File: config.mk
export PLATFORM = sky130hd
export DESIGN_NAME = set_packer_flat
export DESIGN_NICKNAME = d
export VERILOG_FILES = /design/src/rtl/set_packer_if.sv /design/src/rtl/set_packer.sv /design/src/flat_wrapper.sv
export SDC_FILE = /design/constraint.sdc
export NUM_CORES = 1
export LEC_CHECK = 0
export ABC_AREA = 1
export CORE_MARGIN = 3
export CORE_UTILIZATION = 55
export DETAILED_ROUTE_END_ITERATION = 10
export PLACE_DENSITY = 0.85
export RECOVER_POWER = 100
export SKIP_CTS_REPAIR_TIMING = 1
export SLEW_MARGIN = 20
export SYNTH_ARGS = -nofsm -noshare
export SYNTH_HDL_FRONTEND = slang
export SYNTH_SLANG_ARGS = --single-unit
File: constraint.sdc
create_clock -name clk -period 3.5 [get_ports clk]
set_input_delay 0.7 -clock clk [delete_from_list [all_inputs] [get_ports clk]]
set_output_delay 0.7 -clock clk [all_outputs]
set_load 0.01 [all_outputs]
File: src/rtl/set_packer_if.sv
// Element-in / set-out bundle between a stream source, the set packer and the ring buffer.
// Carries no state. It only groups the wires, so it adds no latency.
// Backpressure uses in_ready toward the source and full_flag from the ring buffer.
interface set_packer_if #(
    parameter int DATA_WIDTH  = 4,
    parameter int DATA_OF_SET = 4,
    parameter int COUNT_WIDTH = 16
);
    logic                                        in_valid;
    logic                                        in_ready;
    logic [DATA_WIDTH-1:0]                       in_data;
    logic                                        in_last;
    logic                                        full_flag;
    logic                                        wen;
    logic [DATA_OF_SET-1:0][DATA_WIDTH-1:0]      din;
    logic                                        busy;
    logic [COUNT_WIDTH-1:0]                      sets_written;

    // Source side. It also plays the ring buffer (drives full_flag, observes the write).
    modport master (
        output in_valid, in_data, in_last, full_flag,
        input  in_ready, wen, din, busy, sets_written
    );

    // Packer side.
    modport slave (
        input  in_valid, in_data, in_last, full_flag,
        output in_ready, wen, din, busy, sets_written
    );
endinterface

File: src/rtl/set_packer.sv
// Packs DATA_OF_SET serial elements into one set and writes it to the ring buffer. in_last closes a set early and zero-pads it.
// A completed set appears on wen/din one cycle after its final element is accepted, provided full_flag is low.
// in_ready drops only when a completed set is waiting and the buffer is full. din is held stable while waiting.
module set_packer #(
    parameter int DATA_WIDTH  = 4,
    parameter int DATA_OF_SET = 4,
    parameter int COUNT_WIDTH = 16
) (
    input  logic         clk,
    input  logic         rst,
    set_packer_if.slave  bus
);
    localparam int IDX_W = (DATA_OF_SET > 1) ? $clog2(DATA_OF_SET) : 1;
    localparam logic [IDX_W-1:0] LAST_IDX = IDX_W'(DATA_OF_SET - 1);

    typedef logic [DATA_OF_SET-1:0][DATA_WIDTH-1:0] set_t;

    logic [IDX_W-1:0]       idx_q, idx_d;
    set_t                   pack_q, pack_d;
    set_t                   pend_q, pend_d;
    set_t                   merged;
    logic                   pend_vld_q, pend_vld_d;
    logic [COUNT_WIDTH-1:0] sets_q, sets_d;
    logic                   accept;
    logic                   complete;
    logic                   wr;

    // A waiting set blocks new input only while the buffer is full. Otherwise the drain and the accept share the edge.
    assign bus.in_ready     = !pend_vld_q || !bus.full_flag;
    // rst gates the write so that a set discarded by reset never reaches the buffer.
    assign wr               = pend_vld_q && !bus.full_flag && !rst;
    assign bus.wen          = wr;
    assign bus.din          = pend_q;
    assign bus.busy         = (idx_q != '0) || pend_vld_q;
    assign bus.sets_written = sets_q;

    assign accept   = bus.in_valid && bus.in_ready;
    assign complete = accept && ((idx_q == LAST_IDX) || bus.in_last);

    // Build the completed set from the lanes already packed, the incoming element at lane idx, and zeros above it.
    always_comb begin
        merged = '0;
        for (int i = 0; i < DATA_OF_SET; i++) begin
            if (i < int'(idx_q)) begin
                merged[i] = pack_q[i];
            end else if (i == int'(idx_q)) begin
                merged[i] = bus.in_data;
            end
        end
    end

    // Next-state logic. A drain and a completion on the same edge reload pending without a bubble.
    always_comb begin
        idx_d      = idx_q;
        pack_d     = pack_q;
        pend_d     = pend_q;
        pend_vld_d = pend_vld_q;
        sets_d     = sets_q;
        if (wr) begin
            pend_vld_d = 1'b0;
            sets_d     = sets_q + COUNT_WIDTH'(1);
        end
        if (complete) begin
            pend_d     = merged;
            pend_vld_d = 1'b1;
            idx_d      = '0;
            pack_d     = '0;
        end else if (accept) begin
            pack_d[idx_q] = bus.in_data;
            idx_d         = idx_q + IDX_W'(1);
        end
    end

    // State registers. Reset discards any partial or pending set.
    always_ff @(posedge clk) begin
        if (rst) begin
            idx_q      <= '0;
            pack_q     <= '0;
            pend_q     <= '0;
            pend_vld_q <= 1'b0;
            sets_q     <= '0;
        end else begin
            idx_q      <= idx_d;
            pack_q     <= pack_d;
            pend_q     <= pend_d;
            pend_vld_q <= pend_vld_d;
            sets_q     <= sets_d;
        end
    end
endmodule

File: src/flat_wrapper.sv
// flat-port wrapper written by rule: the top's interface ports become plain ports
module set_packer_flat 
#(
    parameter int DATA_WIDTH  = 4,
    parameter int DATA_OF_SET = 4,
    parameter int COUNT_WIDTH = 16
)
  (clk, rst, bus_in_valid, bus_in_data, bus_in_last, bus_full_flag, bus_in_ready, bus_wen, bus_din, bus_busy, bus_sets_written);
  set_packer_if #(.DATA_WIDTH(DATA_WIDTH), .DATA_OF_SET(DATA_OF_SET), .COUNT_WIDTH(COUNT_WIDTH)) bus_i ();
  input  logic clk;
  input  logic rst;
  input wire logic [$bits(bus_i.in_valid)-1:0] bus_in_valid;
  input wire logic [$bits(bus_i.in_data)-1:0] bus_in_data;
  input wire logic [$bits(bus_i.in_last)-1:0] bus_in_last;
  input wire logic [$bits(bus_i.full_flag)-1:0] bus_full_flag;
  output wire logic [$bits(bus_i.in_ready)-1:0] bus_in_ready;
  output wire logic [$bits(bus_i.wen)-1:0] bus_wen;
  output wire logic [$bits(bus_i.din)-1:0] bus_din;
  output wire logic [$bits(bus_i.busy)-1:0] bus_busy;
  output wire logic [$bits(bus_i.sets_written)-1:0] bus_sets_written;
  assign bus_i.in_valid = bus_in_valid;
  assign bus_i.in_data = bus_in_data;
  assign bus_i.in_last = bus_in_last;
  assign bus_i.full_flag = bus_full_flag;
  assign bus_in_ready = bus_i.in_ready;
  assign bus_wen = bus_i.wen;
  assign bus_din = bus_i.din;
  assign bus_busy = bus_i.busy;
  assign bus_sets_written = bus_i.sets_written;
  set_packer #(.DATA_WIDTH(DATA_WIDTH), .DATA_OF_SET(DATA_OF_SET), .COUNT_WIDTH(COUNT_WIDTH)) u_core (.clk(clk), .rst(rst), .bus(bus_i));
endmodule
## Yosys cells after proc, flatten, opt, wreduce, memory -nomap -nowiden

Index checks and enable logic that the tools add are counted.

- Add/sub/neg operators: 2
- Magnitude comparators: 5
- Equality and inequality tests: 4
- Multiplexer cells: 12
- Reductions and logical operators: 15

Operators by type and width:

| cell | number |
|---|---|
| 4-bit two-way mux | 8 |
| 16-bit by 1-bit adder with 16-bit output (second input constant) | 1 |
| 16-bit bitwise mux | 1 |
| 4-bit demux with 2-bit select | 1 |
| 1-bit logical AND | 5 |
| 2-bit == test (first input constant) | 2 |
| 1-bit by 2-bit < comparator with 1-bit output (first input constant) | 2 |
| 2-bit nonzero test | 2 |
| 1-bit zero test | 3 |
| 1-bit logical OR | 3 |
| 2-bit by 3-bit < comparator with 1-bit output (second input constant) | 1 |
| 2-bit by 1-bit adder with 2-bit output (second input constant) | 1 |
| 1-bit by 2-bit == test with 1-bit output (first input constant) | 1 |
| 2-bit == test (second input constant) | 1 |
| 2-bit by 1-bit greater-or-equal comparator with 1-bit output (second input constant) | 1 |
| 2-bit zero test | 1 |
| 2-bit < comparator (first input constant) | 1 |
| 1-bit two-way mux | 2 |
| 2-bit OR reduction | 1 |

- Flip-flop bits (word level): 51
- Output and inout port bits: 35

## Logic depth before layout (Yosys ltp)

- Depth in word-level cells: 5
- Mapped depth: 9

## Worst setup path after synthesis

No wires, ideal clock.

- Kind: input port to output port
- From: input port rst
- To: output port bus_wen
- Arrival time: 1,053 ps
- Data required time: 2,800 ps
- Path slack: 1,747 ps
- Stages: 3
- Path through: inv_2 -> nand3_1 -> inv_1

- Word-level cells in the longest chain between the ends: 2

Ends and longest elaborated chain:

| item | RTL line | RTL |
|---|---|---|
| start, declared | flat_wrapper.sv:11 | `input logic rst;` |
| 1-bit zero test | set_packer.sv:31 | `assign wr = pend_vld_q && !bus.full_flag && !rst;` |
| 1-bit logical AND | set_packer.sv:31 |  |
| end, declared | flat_wrapper.sv:17 | `output wire logic [$bits(bus_i.wen)-1:0] bus_wen;` |

Every way passes these cells.

## Worst setup path after layout

- From: input port bus_full_flag
- To: output port bus_wen

- Word-level cells in the longest chain between the ends: 3

Ends and longest elaborated chain:

| item | RTL line | RTL |
|---|---|---|
| start, declared | flat_wrapper.sv:15 | `input wire logic [$bits(bus_i.full_flag)-1:0] bus_full_flag;` |
| 1-bit zero test | set_packer.sv:31 |  |
| 1-bit logical AND (2 in series) | set_packer.sv:31 |  |

Every way passes these cells.

==> results.md <==
* # rows at 22
* Seq. cell area at 941 µm²
* Status: complete, no violations
* Max cap viols at 0
* Maximum clock insertion buffer count at 2
* CTS Buf Count at 5
* Nature of the critical path endpoint: output pin
* First-pass GRT wire length at 8.58 mm
* Starting Density at 58.4%
* Final setup vio count at 0
* Slew Limit Fails at 0
* Net count, final at 371
* Core ar. at 3740 µm²
* Sw Ratio at 25.5%
* Max VDD drop at 334 µV
* NetSw at 253 µW
* CTS tree: done
* RSZ-0062 raised after global routing: false
* 1st-pass router iterations at 4
* Gr usage total at 21.3%
* Vias in the first global route at 2027
* Final min period at 2.95 ns
* Cell area after synthesis at 2180 µm²
* Area grow syn2layout at 23.4%
* Internal Power at 739 µW
* Iter 0 DRT Violations at 102
* Via count at 2162
* Dpl cells at 397
* Startpoint Class: input pin
* Final core utilization at 72.0%
* Period utilisation layout at 84.3%
* Die ar. at 4760 µm²
* Fill count at 336
* CTS Sinks at 47
* Antenna violations before repair at 0
* Worst skew pair latency at 0.29 ns
* Clock power share at 31.6%
* Worst Path Arrival at 2.25 ns
* Die Y at 69.0 µm
* Setup TNS at 0 ns
* DRT Wirelength at 4.93 mm
* Die width at 69.0 µm
* Area of the multi-input gates at 1040 µm²
* Worst-path clk slew at 0.08 ns
* Comb power frac at 11.7%
* Syn avg cell area at 7.00 µm²
* Yosys warnings at 0
* Gpl congestion at 0.798
* Port buffer count at 43
* R2r startpoint: u_core.idx_q[1]
* N_diodes at 0
* Number of enable flip-flop cells after synthesis at 0
* Mapped Nets at 327
* Power density over cell area at 368 nW/µm²
* Drt drc at 0
* Remaining Overflow, GRT at 0
* H-tree levels at 2
* Via density at 5.34
* # IOs at 44
* DRT antenna net count at 0
* Main synth FF type: dfxtp_1
* Yosys reg bits at 47
* Sequential area share after synthesis at 43.1%
* Seq pwr share at 56.7%
* Crit path from: bus_full_flag
* Largest driver fanout on the critical path at 4
* Routed len/inst at 12.2 µm
* Hold Fails Final Rpt at 0
* Synth top area share at 43.1%
* Async SR Flop Fraction at 0%
* DPL Wire Length at 3.65 mm
* Final cell count without fillers at 405
* Max Freq at 339 MHz
* Slew HR at 27.1%
* Pin count of the biggest net entering global routing at 26
* Worst-margin pin slew at 1.09 ns
* HP Class: register to register
* Root buffer cell: clkbuf_8
* Final setup skew at 0.00571 ns
* Cells after synthesis at 312
* Yosys top cell by area: dfxtp_1
* Share of cells above drive strength 1 at 4.20%
* Setup Crit Path Kind: input pin to output pin
* Hold path startpoint: u_core.pack_q[10]
* Largest cells by area after synthesis: dfxtp_1, nand2_1, nor2_1
* Leakage power at 1.16 nW
* Critical Path RT at 2.80 ns
* Cell variety after synth at 25
-- cell type report --
cell class | instances | share of cell area [%]
repair buffers | 45 | 16.4
clock inverters | 1 | 0.186
flip-flops and latches | 47 | 34.9
inverters | 35 | 4.92
multi-input cells | 222 | 38.6
well taps | 48 | 2.23
clock buffers | 7 | 2.83
-- per-stage QoR --
| stage | hold WS (ns) | power (mW) | cell area, µm² | setup WS (ns) |
|---|---|---|---|---|
| after floorplan | 0.441 | 0.645 | 2180 | 1.75 |
| after global placement | 0.449 | 0.697 | 2650 | 0.708 |
| after detailed placement | 0.460 | 0.700 | 2650 | 0.696 |
| after CTS | 0.473 | 1.00 | 2730 | 0.689 |
| after global routing | 0.482 | 1.03 | 2700 | 0.467 |
| final | 0.469 | 0.992 | 2700 | 0.550 |
-- registers in the layout (all words and copies together), names as in the netlist --
| name | flops |
|---|---|
| u_core.idx_q | 2 |
| u_core.bus.din | 16 |
| u_core.pack_q | 12 |
| u_core.pend_vld_q | 1 |
| u_core.bus.sets_written | 16 |
-- power groups by stage --
stage	clock network [mW]	registers [mW]	logic, mW
after CTS	0.316	0.563	0.124
final	0.313	0.563	0.116
after detailed placement	0	0.576	0.124
after floorplan	0	0.579	0.0662
after global routing	0.338	0.565	0.131
after global placement	0	0.575	0.122
-- kinds of logic (layout without fill, tap and decap cells) --
logic type | Yosys count | count (layout) | share of synthesized area [%]
adder cells (fa/ha/maj) | 6 | 6 | 3.44
buffers and inverters | 43 | 88 | 7.96
flip-flops | 47 | 47 | 43.1
XOR/XNOR | 1 | 1 | 0.401
AND/OR/NAND/NOR | 159 | 159 | 30.8
AO/OA/AOI/OAI | 56 | 56 | 14.4
-- synthesized netlist by cell type, types with 4 or more instances --
cell type,n
a31oi_1,8
clkbuf_1,4
a21oi_2,5
dfxtp_1,47
nor2_1,44
o21ai_0,24
a21oi_1,17
inv_1,31
nand2_1,77
nand3_1,26
ha_1,6
-- per-layer routing --
layer / global-route usage (%) / wire length (µm)
met5: 0 / 0
met4: 6.51 / 36
met2: 40.1 / 2520
met3: 4.08 / 200
met1: 23.7 / 2170
-- cell usage in the layout, fill, tap and decap left out, types with 2 or more instances in the layout --
cell type	Yosys	final
inv_1	31	31
nor2_1	44	46
a21oi_1	17	21
o21ai_0	24	24
a31oi_1	8	8
nand2_1	77	79
clkbuf_1	4	3
clkbuf_8	0	5
dlygate4sd3_1	0	37
ha_1	6	6
nand4_1	2	2
inv_2	3	2
nor3_1	2	2
nor2_4	2	2
nand2_2	3	2
nand3_1	26	26
clkdlybuf4s50_1	0	6
dfxtp_1	47	47
-- final timing paths --
check             depth (start not counted)  slack, ns                end
setup reg to reg                          8       1.17   u_core.pack_q[4]
setup / recovery                          5       0.55            bus_wen
hold / removal                            2       0.47  u_core.pack_q[10]
hold reg to reg                           2       0.47  u_core.pack_q[10]
-- critical path, stage by stage --
cell and delay, ns:
dlygate4sd3_1 0.60, inv_1 0.10, nand3_1 0.14, inv_1 0.11, dlygate4sd3_1 0.60
Power figures use the tool's default switching activity.
